--- src/rtl/svo_vid_enc.sv ---
// Video timing encoder: buffers an AXI-Stream pixel feed, inserts blanking and
// sync, and emits a continuous raster that re-locks to the input frame on errors.
//
// state  | meaning
// RESYNC | discard non-SOF words, hold an SOF at the head until raster origin
// LOCKED | each active pixel pops one word; blanking never pops
module svo_vid_enc #(
  parameter int SVO_HOR_PIXELS     = 640,
  parameter int SVO_VER_PIXELS     = 480,
  parameter int SVO_BITS_PER_PIXEL = 18,
  parameter int H_FP               = 16,
  parameter int H_SYNC             = 96,
  parameter int H_BP               = 48,
  parameter int V_FP               = 10,
  parameter int V_SYNC             = 2,
  parameter int V_BP               = 33,
  parameter int FIFO_DEPTH         = 16
) (
  input  logic                          clk,
  input  logic                          resetn,
  input  logic                          in_axis_tvalid,
  output logic                          in_axis_tready,
  input  logic [SVO_BITS_PER_PIXEL-1:0] in_axis_tdata,
  input  logic                          in_axis_tuser,
  output logic                          out_axis_tvalid,
  input  logic                          out_axis_tready,
  output logic [SVO_BITS_PER_PIXEL-1:0] out_axis_tdata,
  output logic [3:0]                    out_axis_tuser,
  output logic                          locked,
  output logic                          underflow,
  output logic                          sof_err
);

  localparam int HTOT = SVO_HOR_PIXELS + H_FP + H_SYNC + H_BP;
  localparam int VTOT = SVO_VER_PIXELS + V_FP + V_SYNC + V_BP;
  localparam int HW   = $clog2(HTOT);
  localparam int VW   = $clog2(VTOT);
  localparam int AW   = $clog2(FIFO_DEPTH);
  localparam int BPP  = SVO_BITS_PER_PIXEL;
  localparam int DW   = BPP + 1;

  localparam logic [HW-1:0] H_ACT    = HW'(SVO_HOR_PIXELS);
  localparam logic [HW-1:0] HS_START = HW'(SVO_HOR_PIXELS + H_FP);
  localparam logic [HW-1:0] HS_END   = HW'(SVO_HOR_PIXELS + H_FP + H_SYNC);
  localparam logic [HW-1:0] H_LAST   = HW'(HTOT - 1);
  localparam logic [VW-1:0] V_ACT    = VW'(SVO_VER_PIXELS);
  localparam logic [VW-1:0] VS_START = VW'(SVO_VER_PIXELS + V_FP);
  localparam logic [VW-1:0] VS_END   = VW'(SVO_VER_PIXELS + V_FP + V_SYNC);
  localparam logic [VW-1:0] V_LAST   = VW'(VTOT - 1);
  localparam logic [AW:0]   FULL_CNT = (AW + 1)'(FIFO_DEPTH);

  typedef enum logic {
    ST_RESYNC = 1'b0,
    ST_LOCKED = 1'b1
  } state_t;

  state_t          state_q, state_d;
  logic [HW-1:0]   hcnt_q, hcnt_d;
  logic [VW-1:0]   vcnt_q, vcnt_d;
  logic [AW-1:0]   wr_ptr_q, wr_ptr_d;
  logic [AW-1:0]   rd_ptr_q, rd_ptr_d;
  logic [AW:0]     count_q, count_d;
  logic            rdy_q, rdy_d;
  logic            tvalid_q, tvalid_d;
  logic [BPP-1:0]  tdata_q, tdata_d;
  logic [3:0]      tuser_q, tuser_d;
  logic            under_q, under_d;
  logic            sof_err_q, sof_err_d;

  logic [DW-1:0]   mem_q [FIFO_DEPTH];

  logic            adv;
  logic            push;
  logic            pop;
  logic            empty;
  logic [DW-1:0]   head;
  logic            head_sof;
  logic [BPP-1:0]  head_data;
  logic            active;
  logic            at_origin;
  logic            hsync;
  logic            vsync;
  logic [BPP-1:0]  pix;

  assign empty     = (count_q == '0);
  assign head      = mem_q[rd_ptr_q];
  assign head_sof  = head[DW-1];
  assign head_data = head[BPP-1:0];
  assign push      = in_axis_tvalid && rdy_q;
  assign adv       = !tvalid_q || out_axis_tready;

  assign active    = (hcnt_q < H_ACT) && (vcnt_q < V_ACT);
  assign at_origin = (hcnt_q == '0) && (vcnt_q == '0);
  assign hsync     = (hcnt_q >= HS_START) && (hcnt_q < HS_END);
  assign vsync     = (vcnt_q >= VS_START) && (vcnt_q < VS_END);

  always_comb begin
    state_d   = state_q;
    hcnt_d    = hcnt_q;
    vcnt_d    = vcnt_q;
    tvalid_d  = tvalid_q;
    tdata_d   = tdata_q;
    tuser_d   = tuser_q;
    under_d   = under_q;
    sof_err_d = sof_err_q;
    pop       = 1'b0;
    pix       = '0;

    if (adv) begin
      tvalid_d  = 1'b1;
      under_d   = 1'b0;
      sof_err_d = 1'b0;

      case (state_q)
        ST_RESYNC: begin
          if (!empty) begin
            if (!head_sof) begin
              pop = 1'b1;
            end else if (at_origin) begin
              pop     = 1'b1;
              pix     = head_data;
              state_d = ST_LOCKED;
            end
          end
        end
        ST_LOCKED: begin
          if (active) begin
            if (empty) begin
              under_d = 1'b1;
              state_d = ST_RESYNC;
            end else if (head_sof != at_origin) begin
              // A misplaced SOF stays in the FIFO so it can lock the next frame.
              sof_err_d = 1'b1;
              state_d   = ST_RESYNC;
            end else begin
              pop = 1'b1;
              pix = head_data;
            end
          end
        end
        default: state_d = ST_RESYNC;
      endcase

      tdata_d = pix;
      tuser_d = {at_origin, !active, hsync, vsync};

      if (hcnt_q == H_LAST) begin
        hcnt_d = '0;
        vcnt_d = (vcnt_q == V_LAST) ? '0 : vcnt_q + 1'b1;
      end else begin
        hcnt_d = hcnt_q + 1'b1;
      end
    end
  end

  always_comb begin
    wr_ptr_d = push ? wr_ptr_q + 1'b1 : wr_ptr_q;
    rd_ptr_d = pop ? rd_ptr_q + 1'b1 : rd_ptr_q;
    count_d  = count_q;
    if (push && !pop) begin
      count_d = count_q + 1'b1;
    end else if (!push && pop) begin
      count_d = count_q - 1'b1;
    end
    rdy_d = (count_d != FULL_CNT);
  end

  always_ff @(posedge clk or negedge resetn) begin
    if (!resetn) begin
      state_q   <= ST_RESYNC;
      hcnt_q    <= '0;
      vcnt_q    <= '0;
      wr_ptr_q  <= '0;
      rd_ptr_q  <= '0;
      count_q   <= '0;
      rdy_q     <= 1'b0;
      tvalid_q  <= 1'b0;
      tdata_q   <= '0;
      tuser_q   <= '0;
      under_q   <= 1'b0;
      sof_err_q <= 1'b0;
    end else begin
      state_q   <= state_d;
      hcnt_q    <= hcnt_d;
      vcnt_q    <= vcnt_d;
      wr_ptr_q  <= wr_ptr_d;
      rd_ptr_q  <= rd_ptr_d;
      count_q   <= count_d;
      rdy_q     <= rdy_d;
      tvalid_q  <= tvalid_d;
      tdata_q   <= tdata_d;
      tuser_q   <= tuser_d;
      under_q   <= under_d;
      sof_err_q <= sof_err_d;
    end
  end

  always_ff @(posedge clk) begin
    if (push) begin
      mem_q[wr_ptr_q] <= {in_axis_tuser, in_axis_tdata};
    end
  end

  assign in_axis_tready  = rdy_q;
  assign out_axis_tvalid = tvalid_q;
  assign out_axis_tdata  = tdata_q;
  assign out_axis_tuser  = tuser_q;
  assign locked          = (state_q == ST_LOCKED);
  assign underflow       = under_q;
  assign sof_err         = sof_err_q;

endmodule

--- config.mk ---
export PLATFORM = sky130hd
export DESIGN_NAME = svo_vid_enc
export DESIGN_NICKNAME = d
export VERILOG_FILES = /design/src/rtl/svo_vid_enc.sv
export SDC_FILE = /design/constraint.sdc
export NUM_CORES = 1
export LEC_CHECK = 0
export ABC_AREA = 1
export BUFFER_PORTS_ARGS = -buffer_cell sky130_fd_sc_hd__buf_2
export CAP_MARGIN = 40
export CORE_ASPECT_RATIO = 0.9
export CORE_MARGIN = 2
export CORE_UTILIZATION = 64
export CTS_BUF_LIST = sky130_fd_sc_hd__clkbuf_8
export DETAILED_ROUTE_END_ITERATION = 10
export PLACE_DENSITY = 0.82
export SLEW_MARGIN = 5
export SYNTH_ARGS = -nofsm -noshare
export SYNTH_HDL_FRONTEND = slang
export SYNTH_SLANG_ARGS = --single-unit
--- constraint.sdc ---
create_clock -name clk -period 4.7 [get_ports clk]
set_input_delay 0.94 -clock clk [delete_from_list [all_inputs] [get_ports clk]]
set_output_delay 0.94 -clock clk [all_outputs]
set_load 0.005 [all_outputs]
==> impl_metrics.ini <==
[power]
pwr-share-clk_pct = 34.2
power_leakage_nw = 6.493
power.share.combinational_pct = 10.7
total_power_w = 0.007237
swShare_pct = 26.28
p_seq_share_pct = 55.2
p_per_area_nw_per_um2 = 429.6
power.internal_w = 0.005335
netSwitchingPower_w = 0.001902
peakVddDrop_mv = 0.3895

[synth]
synthCells = 1309
ys_async_sr_fraction_pct = 16.48
synth_edf_count = 304
ys.flop_type = edfxtp_1
ys_warn_count = 0
synth_area_per_cell_sq_um = 11.54
ys_types = 43
syn_nets = 1346
synth-seq-cells = 364
syn-cell-area_sq_um = 15110
seq_area_frac_synth_pct = 70.35

[sta]
finalHoldViolations = 0
fmax_mhz = 281.3
drv_slew = 0
post-route-period-util_pct = 75.65
fin_worst_skew_ns = 0.04293
slew-limit-headroom_pct = 41.20
tightest_slew_ns = 0.8820
finalSetupTns_ns = 0
period_minus_slack_ns = 3.555
grt_setup_unrepaired = no
setup_viol_count_final = 0
hold_slack_ns = 0.2346

[finish]
layout-drive-gt1-share_pct = 13.46
nets = 1412
n_antenna_cell = 0
area_delta_synth_final_pct = 11.48

[global_route]
grt_start_max_net_pins = 82
grt_pass1_wl_mm = 55.22
overflow = 0
grt_pass1_vias = 10061
antenna_found_initial = 0
groute.usage.overall_pct = 28.85

[clock_tree]
clock_path_buffers = 3
cts_root_buf = clkbuf_8
cts-buffers-inserted = 54
cts_sinks = 364
cts.repair.resized = 0
cts_max_level = 2
insertion_delay_ns = 0.62
post_cts_buffers = 0
clkTransAtPathRegs_ns = 0.08
cts_tree = yes
holdBufCountCts = 0

[worst_setup_path]
crit_chain = inv_4 > nand2_1 > nand3_1 > nand3_1 > nand3_1 > nand2_2 > inv_1 > ha_1 > a21oi_1 > nand3_1 > nand2_2 > nand3_2 > nand2_1 > nand2_1 > nand2_1 > nand2_1 > nor2_1 > nand3_1
cp.required_ns = 5.17
crit_family = simple AND/OR/NAND/NOR gates
worstSetupStartpointType = register
cp_slowest_cell = dfrtp_4
path_buf_inv = 2
path_class = reg2reg
crit_fanout = 45
cpPeakStageDelay_ns = 0.74
cp-end-kind = register
cp.arrival_ns = 4.03

[detailed_routing]
routed_wl_mm = 35.22
wl_per_cell_um = 20.47
vias_per_cell = 6.030
drc = 0
drt_first_pass_iters = 5
drt_iter0_markers = 1465
num_vias = 10378
postRouteAntennaNets = 0

[die]
die_area_sq_um = 24860
io_pins = 50
die_x_um = 166.0
core_sq_um = 23280
fp.dieH_um = 149.8
num_rows = 53
start_util_pct = 64.92

[place]
dp_hpwl_mm = 21.50
portBuffers = 49
place.gp.congestion = 0.9346

[hold_path]
min_path_type = in2async

[run]
drv_cap = 0

[run_status]
status = finished, final reports clean
[per-layer routing]
metal | part of all wire, % | GRT usage [%] | vias to the layer above
met5 | 0 | 0 | -
met4 | 3.3 | 11.83 | 0
met3 | 8.2 | 4.443 | 106
met2 | 48 | 46.91 | 570
met1 | 40 | 39.84 | 4966
li1 | - | - | 4736
[flip-flops by register name, summed over array words and instances (netlist names), 4 cells and up]
name            flops
wr_ptr_q            4
out_axis_tdata     18
vcnt_q             10
mem_q             304
hcnt_q             10
out_axis_tuser      4
rd_ptr_q            4
count_q             5
[logic make-up (layout without fill, tap and decap cells)]
| family | count (synthesis) | after routing | synth area share (%) |
|---|---|---|---|
| buffers and inverters | 114 | 224 | 3.329 |
| AOI/OAI and AO/OA | 136 | 136 | 5.457 |
| adders and majority gates | 14 | 14 | 1.159 |
| and+or+nand+nor | 664 | 664 | 18.75 |
| other | 1 | 1 | 0.02482 |
| xor gates and xnor gates | 16 | 16 | 0.9274 |
| DFF | 364 | 364 | 70.35 |
[cell usage in the layout, fill, tap and decap left out, types with 19 or more instances in the layout]
cell / count
a21oi_1: 64
a22oi_1: 27
a31oi_1: 19
buf_2: 49
clkbuf_8: 61
dfrtp_1: 58
edfxtp_1: 304
inv_1: 54
nand2_1: 410
nand3_1: 191
[through the flow]
stage               utilization (%)  std cells  cell area, sq um  setup slack [ns]
floorplan                         -       1309             15110             1.777
global placement              66.90       1607             15570             1.323
detailed placement            67.86       1621             15800             1.188
CTS                           72.38       1721             16850             1.196
global route                  72.38       1721             16850            0.7566
finish                        72.38       1721             16850             1.145
[power groups by stage]
stage                     logic [W]  registers [W]  clock network [W]
after floorplan            0.000463        0.00401                  0
final                      0.000772        0.00399            0.00247
after CTS                  0.000768        0.00399            0.00248
after detailed placement   0.000763        0.00405                  0
after global routing       0.000848        0.00402            0.00262
after global placement     0.000684        0.00405                  0
[synth_stat cells (2+ instances only)]
master	instances	area, sq um
dfrtp_1	60	1501
nand2_4	2	22.52
a21oi_1	64	320.3
nand3_1	191	955.9
edfxtp_1	304	9129
buf_1	7	26.28
o21ai_1	4	20.02
buf_4	2	15.01
xor2_1	13	113.9
nor2_2	2	12.51
nand3_2	2	20.02
xnor2_1	3	26.28
clkbuf_1	21	78.83
inv_1	37	138.9
o21ai_0	13	65.06
nor4_2	2	25.02
inv_2	7	26.28
nand4_1	6	37.54
nor3_1	9	45.04
nor2_1	32	120.1
buf_2	35	175.2
and3_1	2	12.51
buf_6	3	33.78
a22oi_1	27	202.7
nand2_2	3	18.77
a31oi_1	19	118.9
ha_1	14	175.2
nand2_1	410	1539
[area by class of cell]
type,instances,area [sq um]
clock buffer,61,839.6
clock inverter,39,211.5
tap,302,377.9
timing repair buffer,78,581.8
inverter,46,175.2
multi-input combinational,831,4025
sequential,364,10640
fill,1482,6430
[path summary, 6_finish.rpt]
kind	slack, ns	from	cells past startpoint	endpoint
worst max-delay path	1.14	rd_ptr_q[0]$_DFFE_PN0P_	18	in_axis_tready$_DFF_PN0_
worst min-delay path	0.23	resetn	1	rd_ptr_q[3]$_DFFE_PN0P_
worst max register to register	1.14	rd_ptr_q[0]$_DFFE_PN0P_	18	in_axis_tready$_DFF_PN0_
worst min register to register	0.47	out_axis_tdata[8]$_DFFE_PN0P_	2	out_axis_tdata[8]$_DFFE_PN0P_
max in group asynchronous	3.63	resetn	3	wr_ptr_q[0]$_DFFE_PN0P_
min in group clk	0.47	out_axis_tdata[8]$_DFFE_PN0P_	2	out_axis_tdata[8]$_DFFE_PN0P_
Note: power is estimated with default switching activity, not from simulation.
